$ cat src/rtl/note_tone_gen.sv
// note_tone_gen
//    Square-wave note generator. Seven note switches are synchronized,
//    priority-encoded (C wins) and combined with a one-hot octave layer to
//    select a half-period; a 17-bit up-counter then toggles tone_out every
//    half-period.
//
// Parameters
//    TABLE_SHIFT  extra right-shift on every half-period table entry
//
// Ports
//    clk        in   system clock, 50 MHz, rising edge
//    resetn     in   asynchronous active-low reset
//    layer_in   in   [2:0] one-hot layer select (001=L1, 010=L2, 100=L3)
//    note_keys  in   [6:0] raw asynchronous note switches, bit0=C .. bit6=B
//    tone_out   out  square-wave audio drive
//    playing    out  high while a valid note sounds
//    note_idx   out  [2:0] selected note, 0=silent, 1..7=C..B
//
// Tone FSM
//    state    | meaning
//    ---------+----------------------------------------------------------
//    ST_IDLE  | silent (or first cycle after playing rose), tone low, count 0
//    ST_LOW   | sounding, low half of the square wave
//    ST_HIGH  | sounding, high half of the square wave

module note_tone_gen #(
   parameter int TABLE_SHIFT = 0
) (
   input  logic       clk,
   input  logic       resetn,
   input  logic [2:0] layer_in,
   input  logic [6:0] note_keys,
   output logic       tone_out,
   output logic       playing,
   output logic [2:0] note_idx
);

   // bit0 of the encoding is the audio level, so tone_out is a plain flop
   typedef enum logic [1:0] {
      ST_IDLE = 2'b00,
      ST_LOW  = 2'b10,
      ST_HIGH = 2'b11
   } tone_state_t;

   tone_state_t state_q, state_d;

   logic [6:0]  keys_s1, keys_s2;
   logic [2:0]  key_sel;
   logic        layer_ok;
   logic [1:0]  layer_code;
   logic [2:0]  sel_idx_d;
   logic [1:0]  sel_lay_d;
   logic [1:0]  layer_q;
   logic        pair_change;
   logic [16:0] half_raw, half_cur, half_m1;
   logic [16:0] cnt_q, cnt_d;

   function automatic logic [16:0] base_half(input logic [2:0] idx);
      case (idx)
         3'd1:    base_half = 17'd95556;
         3'd2:    base_half = 17'd85131;
         3'd3:    base_half = 17'd75842;
         3'd4:    base_half = 17'd71586;
         3'd5:    base_half = 17'd63776;
         3'd6:    base_half = 17'd56818;
         3'd7:    base_half = 17'd50619;
         default: base_half = 17'd0;
      endcase
   endfunction

   always_ff @(posedge clk or negedge resetn) begin
      if (!resetn) begin
         keys_s1 <= '0;
         keys_s2 <= '0;
      end else begin
         keys_s1 <= note_keys;
         keys_s2 <= keys_s1;
      end
   end

   // scan from B down to C so the lowest set key ends up winning
   always_comb begin
      key_sel = 3'd0;
      for (int i = 6; i >= 0; i--) begin
         if (keys_s2[i]) key_sel = 3'(i + 1);
      end
   end

   always_comb begin
      layer_ok   = 1'b1;
      layer_code = 2'd0;
      case (layer_in)
         3'b001:  layer_code = 2'd0;
         3'b010:  layer_code = 2'd1;
         3'b100:  layer_code = 2'd2;
         default: layer_ok   = 1'b0;
      endcase
   end

   assign sel_idx_d = layer_ok ? key_sel    : 3'd0;
   assign sel_lay_d = layer_ok ? layer_code : 2'd0;

   always_ff @(posedge clk or negedge resetn) begin
      if (!resetn) begin
         note_idx <= 3'd0;
         layer_q  <= 2'd0;
         playing  <= 1'b0;
      end else begin
         note_idx <= sel_idx_d;
         layer_q  <= sel_lay_d;
         playing  <= (sel_idx_d != 3'd0);
      end
   end

   // Restart is keyed on the value the select register is about to load, so
   // the counter starts over on the same edge the new half-period takes
   // effect and never runs past a freshly shortened limit.
   assign pair_change = (sel_idx_d != note_idx) || (sel_lay_d != layer_q);

   always_comb begin
      half_raw = base_half(note_idx) >> (int'(layer_q) + TABLE_SHIFT);
      half_cur = (half_raw == 17'd0) ? 17'd1 : half_raw;
      half_m1  = half_cur - 17'd1;
   end

   always_ff @(posedge clk or negedge resetn) begin
      if (!resetn) begin
         state_q <= ST_IDLE;
         cnt_q   <= '0;
      end else begin
         state_q <= state_d;
         cnt_q   <= cnt_d;
      end
   end

   always_comb begin
      state_d = state_q;
      cnt_d   = cnt_q;
      if (!playing) begin
         state_d = ST_IDLE;
         cnt_d   = '0;
      end else if (pair_change) begin
         // level is kept; leaving IDLE here just means we are sounding low
         cnt_d = '0;
         if (state_q == ST_IDLE) state_d = ST_LOW;
      end else if (cnt_q >= half_m1) begin
         cnt_d   = '0;
         state_d = (state_q == ST_HIGH) ? ST_LOW : ST_HIGH;
      end else begin
         cnt_d = cnt_q + 17'd1;
         if (state_q == ST_IDLE) state_d = ST_LOW;
      end
   end

   assign tone_out = state_q[0];

endmodule

$ cat config.mk
export PLATFORM = sky130hd
export DESIGN_NAME = note_tone_gen
export DESIGN_NICKNAME = d
export VERILOG_FILES = /design/src/rtl/note_tone_gen.sv
export SDC_FILE = /design/constraint.sdc
export NUM_CORES = 1
export LEC_CHECK = 0
export CAP_MARGIN = 20
export CORE_ASPECT_RATIO = 1.25
export CORE_MARGIN = 1.5
export CORE_UTILIZATION = 55
export CTS_CLUSTER_SIZE = 25
export DETAILED_ROUTE_END_ITERATION = 12
export PLACE_DENSITY_LB_ADDON = 0.2
export SYNTH_ARGS = -nofsm -noshare
export SYNTH_HDL_FRONTEND = slang
export SYNTH_SLANG_ARGS = --single-unit
export TNS_END_PERCENT = 10
$ cat constraint.sdc
create_clock -name clk -period 10.92 [get_ports clk]
set_input_delay 1.638 -clock clk [delete_from_list [all_inputs] [get_ports clk]]
set_output_delay 1.638 -clock clk [all_outputs]
set_load 0.05 [all_outputs]
Yosys cells after proc, flatten, opt, wreduce, memory -nomap -nowiden --
Index checks and enable logic that the tools add are counted. W data, S select, Z words.
Operators by class: mux-type cells 21, equality and inequality tests 13, add/sub/neg operators 2, shifts and indexed selects 1, magnitude comparators 1, reductions and logical operators 5
Operator list (number):
- $pmux W17 S7 | 1
- $mux W17 | 4
- $mux W3 | 8
- $add A17 B1 Y17 const B | 1
- $ge A17 B17 Y1 | 1
- $logic_not A17 Y1 | 1
- $shr A17 B2 Y17 | 1
- $sub A17 B1 Y17 const B | 1
- $eq A3 B3 Y1 const B | 5
- $mux W2 | 5
- $eq A3 B2 Y1 const B | 3
- $eq A3 B1 Y1 const B | 2
- $pmux W2 S2 | 1
- $ne A3 B3 Y1 | 1
- $reduce_bool A3 Y1 | 1
- $reduce_or A3 Y1 | 1
- $eq A2 B2 Y1 const B | 1
- $logic_not A2 Y1 | 1
- $mux W1 | 2
- $ne A2 B2 Y1 | 1
- $logic_or A1 B1 Y1 | 1
Storage, ports and cells: output and inout bits 5, bits in registers 39, logic and storage cells 50, input bits 12

Depth between registers and ports, before layout --
word-level depth 12, mapped depth 20, gate-level depth less buffers 16

Worst setup path after synthesis --
No wires, ideal clock.
path kind reg2reg, start point register note_idx[2], end point register cnt_q[10], stages on the path, launching flop included 20, buffers on the path 5, required time 10.849 ns, library setup time 0.071 ns, arrival 4.331 ns, path slack 6.518 ns, period minus slack after synthesis 4.402 ns, cells stage by stage dfrtp_1 > clkbuf_1 > clkbuf_1 > buf_1 > o21ai_0 > a21oi_1 > ha_1 > clkbuf_1 > nor2b_1 > a21oi_1 > o21ai_0 > a21oi_1 > ha_1 > a21o_1 > a21oi_1 > and2b_2 > a2111oi_4 > nand4b_4 > buf_6 > nor2_1
Between the ends: longest elaborated chain between the ends 10, elaborated cells between the ends (all ways) 18, classes of those cells 1 x add/sub; 1 x order compare; 8 x eq/ne; 1 x shift; 5 x mux; 2 x reduce/logical
RTL lines:
- start: declaration | line 35 | output logic [2:0] note_idx
- start signal: assignment | line 109 | note_idx <= sel_idx_d;
- $eq A3 B3 Y1, or another cell as far along | line 59 | case (idx)
- $pmux W17 S7 | line 59
- $shr A17 B2 Y17 | line 121 | half_raw = base_half(note_idx) >> (int'(layer_q) + TABLE_SHIFT);
- $logic_not A17 Y1 | line 122 | half_cur = (half_raw == 17'd0) ? 17'd1 : half_raw;
- $mux W17 | line 122
- $sub A17 B1 Y17 | line 123 | half_m1 = half_cur - 17'd1;
- $ge A17 B17 Y1 | line 146 | end else if (cnt_q >= half_m1) begin
- $mux W17 | line 146
- $mux W17 * | line 142 | end else if (pair_change) begin
- $mux W17 * | line 139 | if (!playing) begin
- via cnt_d[10] | line 56 | logic [16:0] cnt_q, cnt_d;
- end signal: assignment | line 132 | cnt_q <= cnt_d;
- end: declaration | line 56
The timed path passes the listed nets; every way through them passes the cells marked *.

Worst setup path in the final report --
start point register layer_q[1], end point register cnt_q[6]
Between the ends: longest elaborated chain between the ends 8, elaborated cells between the ends (all ways) 10, classes of those cells 1 x add/sub; 1 x order compare; 1 x eq/ne; 1 x shift; 4 x mux; 2 x reduce/logical
RTL lines:
- start: declaration | line 53 | logic [1:0] layer_q;
- start signal: assignment | line 110 | layer_q <= sel_lay_d;
- $shr A17 B2 Y17 | line 121
- $logic_not A17 Y1 | line 122
- $mux W17 | line 122
- $sub A17 B1 Y17 | line 123
- $ge A17 B17 Y1 | line 146
- $mux W17 | line 146
- $mux W17 * | line 142
- $mux W17 * | line 139
- via cnt_d[6] | line 56
Marked as above.

==> flow_summary.ini <==
[clocking]
holdBufCountCts = 0
cts_resized = 0
numCtsBuffers = 5
cts_setup_buffers = 0
cts.sinks = 39
h-tree-depth = 2
clockBufferDepth = 2
clkSlewWorstSetupHoldPaths_ns = 0.09
cts_root_buf = clkbuf_8
clkLatencyLatePin_ns = 0.30
cts_tree = yes

[grt]
grt_pass1_wl_mm = 10.74
grt_use_total_pct = 24.89
grt_pass1_vias = 2250
overflow = 0
antenna_found_initial = 0
grt_max_degree = 51

[synth]
yosysSeqAreaShare_pct = 34.35
synthDistinctLibCells = 61
synth_area_leaders = dfrtp_1 (34%), ha_1 (8.4%), nor2_1 (5.9%), a21oi_1 (4.9%), xor2_1 (4.0%)
synth.top_cell.area_share_pct = 34.35
yosysTopAreaCell = dfrtp_1
synthCells = 329
synth-edff-count = 0
syn_avg_cell_area_um2 = 8.637
synthesis.nets = 360
ys_ff_latch = 39
synth-main-ff-cell = dfrtp_1
synth.cell_area_um2 = 2841
yosys_warnings = 0
async_flop_share_pct = 100.0

[placement]
io_buffers = 16
hpwl_mm = 4.363
place_congestion = 0.9659
place_area_um2 = 3007

[worst_setup_path]
crit_arrival_ns = 5.07
end_kind = flip-flop
crit_end = cnt_q[6]
worstRegToRegCells = 15
worstPathMaxFanout = 26
crit_required_ns = 11.14
reg2reg_from = layer_q[1]
regToRegEndpoint = cnt_q[6]
start_kind = flip-flop
critical_path.startpoint = layer_q[1]
crit_chain = nor2b_1 -> a22o_1 -> a221oi_1 -> ha_1 -> nor2b_1 -> a21oi_1 -> o21ai_0 -> a21oi_1 -> ha_1 -> a21o_1 -> a21oi_1 -> and2b_2 -> a2111oi_4 -> nand4b_4 -> nor2_1
cp_slowest_cell = dfrtp_1
path_class = flip-flop to flip-flop
worst_path_most_repeated_cell = a21oi_1
cpPeakStageDelay_ns = 0.88
ff2ff_setup_slack_ns = 6.07

[sta]
fin_worst_skew_ns = 0.01283
min_period_over_period_pct = 44.42
finalMaxSlewViolations = 0
slew_headroom_pct = 43.68
setup_tns_ns = 0
hold_violations = 0
setup_violations = 0
finalHoldWorstSlack_ns = 0.3432
period_needed_ns = 4.850
rsz0062_at_grt = false
max_slew.worst_pin.slew_ns = 0.8448
max_freq_ghz = 0.2062

[power_and_ir_drop]
power_density_nw_per_um2 = 116.8
ir_drop_uv = 106.4
leakage_nw = 1.290
finalPower_mw = 0.3647

[floorplanning]
rows = 29
fp.dieW_um = 67.29
die_y_um = 83.36
core_um2 = 5044
initial_utilization_pct = 56.34
io_pins = 17
die-area_um2 = 5609

[route]
wirelength_mm = 6.121
drc = 0
wl_per_cell_um = 15.42
via_per_inst = 6.174
vias = 2451
drt_pass1_iterations = 5
drtIter0Drc = 489
ant_nets = 0

[cells_and_area]
drive_above_1_share_pct = 8.955
fillCellCount = 458
postLayoutCellArea_um2 = 3122
mostFrequentLayoutCells = nor2_1 (45), dfrtp_1 (39), nand2_1 (28), a21oi_1 (28), o21ai_0 (20)
syn2layout_area_growth_pct = 9.863
final_nets = 365
diodes = 0
mostFrequentLayoutCell = nor2_1

[outcome]
status = complete, no violations

[hold_path]
holdCritPathClass = flip-flop to flip-flop

[job]
drv_cap = 0
[worst max-delay path: cells and delay by family, from the launching register on]
family	cells	cell delay, ns
AOI/OAI and AO/OA	8	1.80
and+or+nand+nor	5	1.34
DFF	1	0.88
adders and majority gates	2	0.72
[synthesized netlist by cell type, types with 3 or more instances]
| cell type | n |
|---|---|
| o311ai_0 | 3 |
| nand4_1 | 3 |
| and3_1 | 3 |
| xnor2_1 | 6 |
| dfrtp_1 | 39 |
| o31ai_1 | 5 |
| nand2b_1 | 4 |
| a221oi_1 | 3 |
| buf_1 | 4 |
| clkbuf_1 | 15 |
| mux2i_1 | 3 |
| nor2_1 | 45 |
| a21oi_1 | 28 |
| nor2b_1 | 6 |
| and2_1 | 4 |
| ha_1 | 19 |
| xor2_1 | 13 |
| nand2_1 | 28 |
| nand3_1 | 12 |
| inv_1 | 8 |
| o21ai_0 | 20 |
| o221ai_1 | 3 |
| o22ai_1 | 5 |
| nor3_1 | 5 |
[cells by family after synthesis]
family                   count (synthesis)  share of synthesized area [%]
AND/OR/NAND/NOR                        124                          22.19
adder cells (fa/ha/maj)                 19                          8.366
AO/OA/AOI/OAI                           96                          24.09
flip-flops                              39                          34.35
XOR/XNOR                                19                          5.856
buffers and inverters                   29                          4.095
multiplexers                             3                          1.057
[flip-flops by register name (all words and copies together) (netlist names)]
register  count
playing       1
note_idx      3
layer_q       2
keys_s2       7
keys_s1       7
state_q       2
cnt_q        17
[power by group]
part | total [mW] | switching [mW] | leakage [nW] | internal (mW)
clock | 0.124 | 0.0552 | 0.0548 | 0.0688
sequential | 0.157 | 0.00762 | 0.506 | 0.149
combinational | 0.0840 | 0.0485 | 0.729 | 0.0354
total | 0.365 | 0.111 | 1.29 | 0.253
[how the worst min path moves through the flow]
stage / from / to / slack (ns) / cells after the start
5_1_grt: keys_s1[1] / keys_s2[1] / 0.37 / 0
6_report: keys_s1[6] / keys_s2[6] / 0.34 / 0
3_5_place_dp: keys_s1[1] / keys_s2[1] / 0.34 / 0
4_1_cts: keys_s1[6] / keys_s2[6] / 0.35 / 0
3_3_place_gp: keys_s1[6] / keys_s2[6] / 0.33 / 0
2_1_floorplan: keys_s1[0] / keys_s2[0] / 0.33 / 0
[layout make-up]
cell class	instances	area [um2]	area share, %
Clock buffer	5	68.82	2.204
Clock inverter	3	46.29	1.483
Sequential cell	39	975.9	31.26
Timing Repair Buffer	18	170.2	5.451
Multi-Input combinational cell	261	1749	56.03
Inverter	9	33.78	1.082
Tap cell	62	77.57	2.485
[routing by layer]
layer	track usage, %	wire, um	vias up
met3	5.149	380	20
met4	10.76	216	0
met5	0	0	-
met2	35.91	2798	87
li1	-	-	1199
met1	35.82	2727	1145
[stage by stage]
step	util (%)	setup slack, ns	instances
after global routing	61.90	5.731	397
after global placement	59.61	6.287	389
final	61.90	6.070	397
after detailed placement	59.61	6.191	389
after CTS	61.90	6.155	397
after floorplan	-	6.518	329
(Power assumes the default switching activity.)
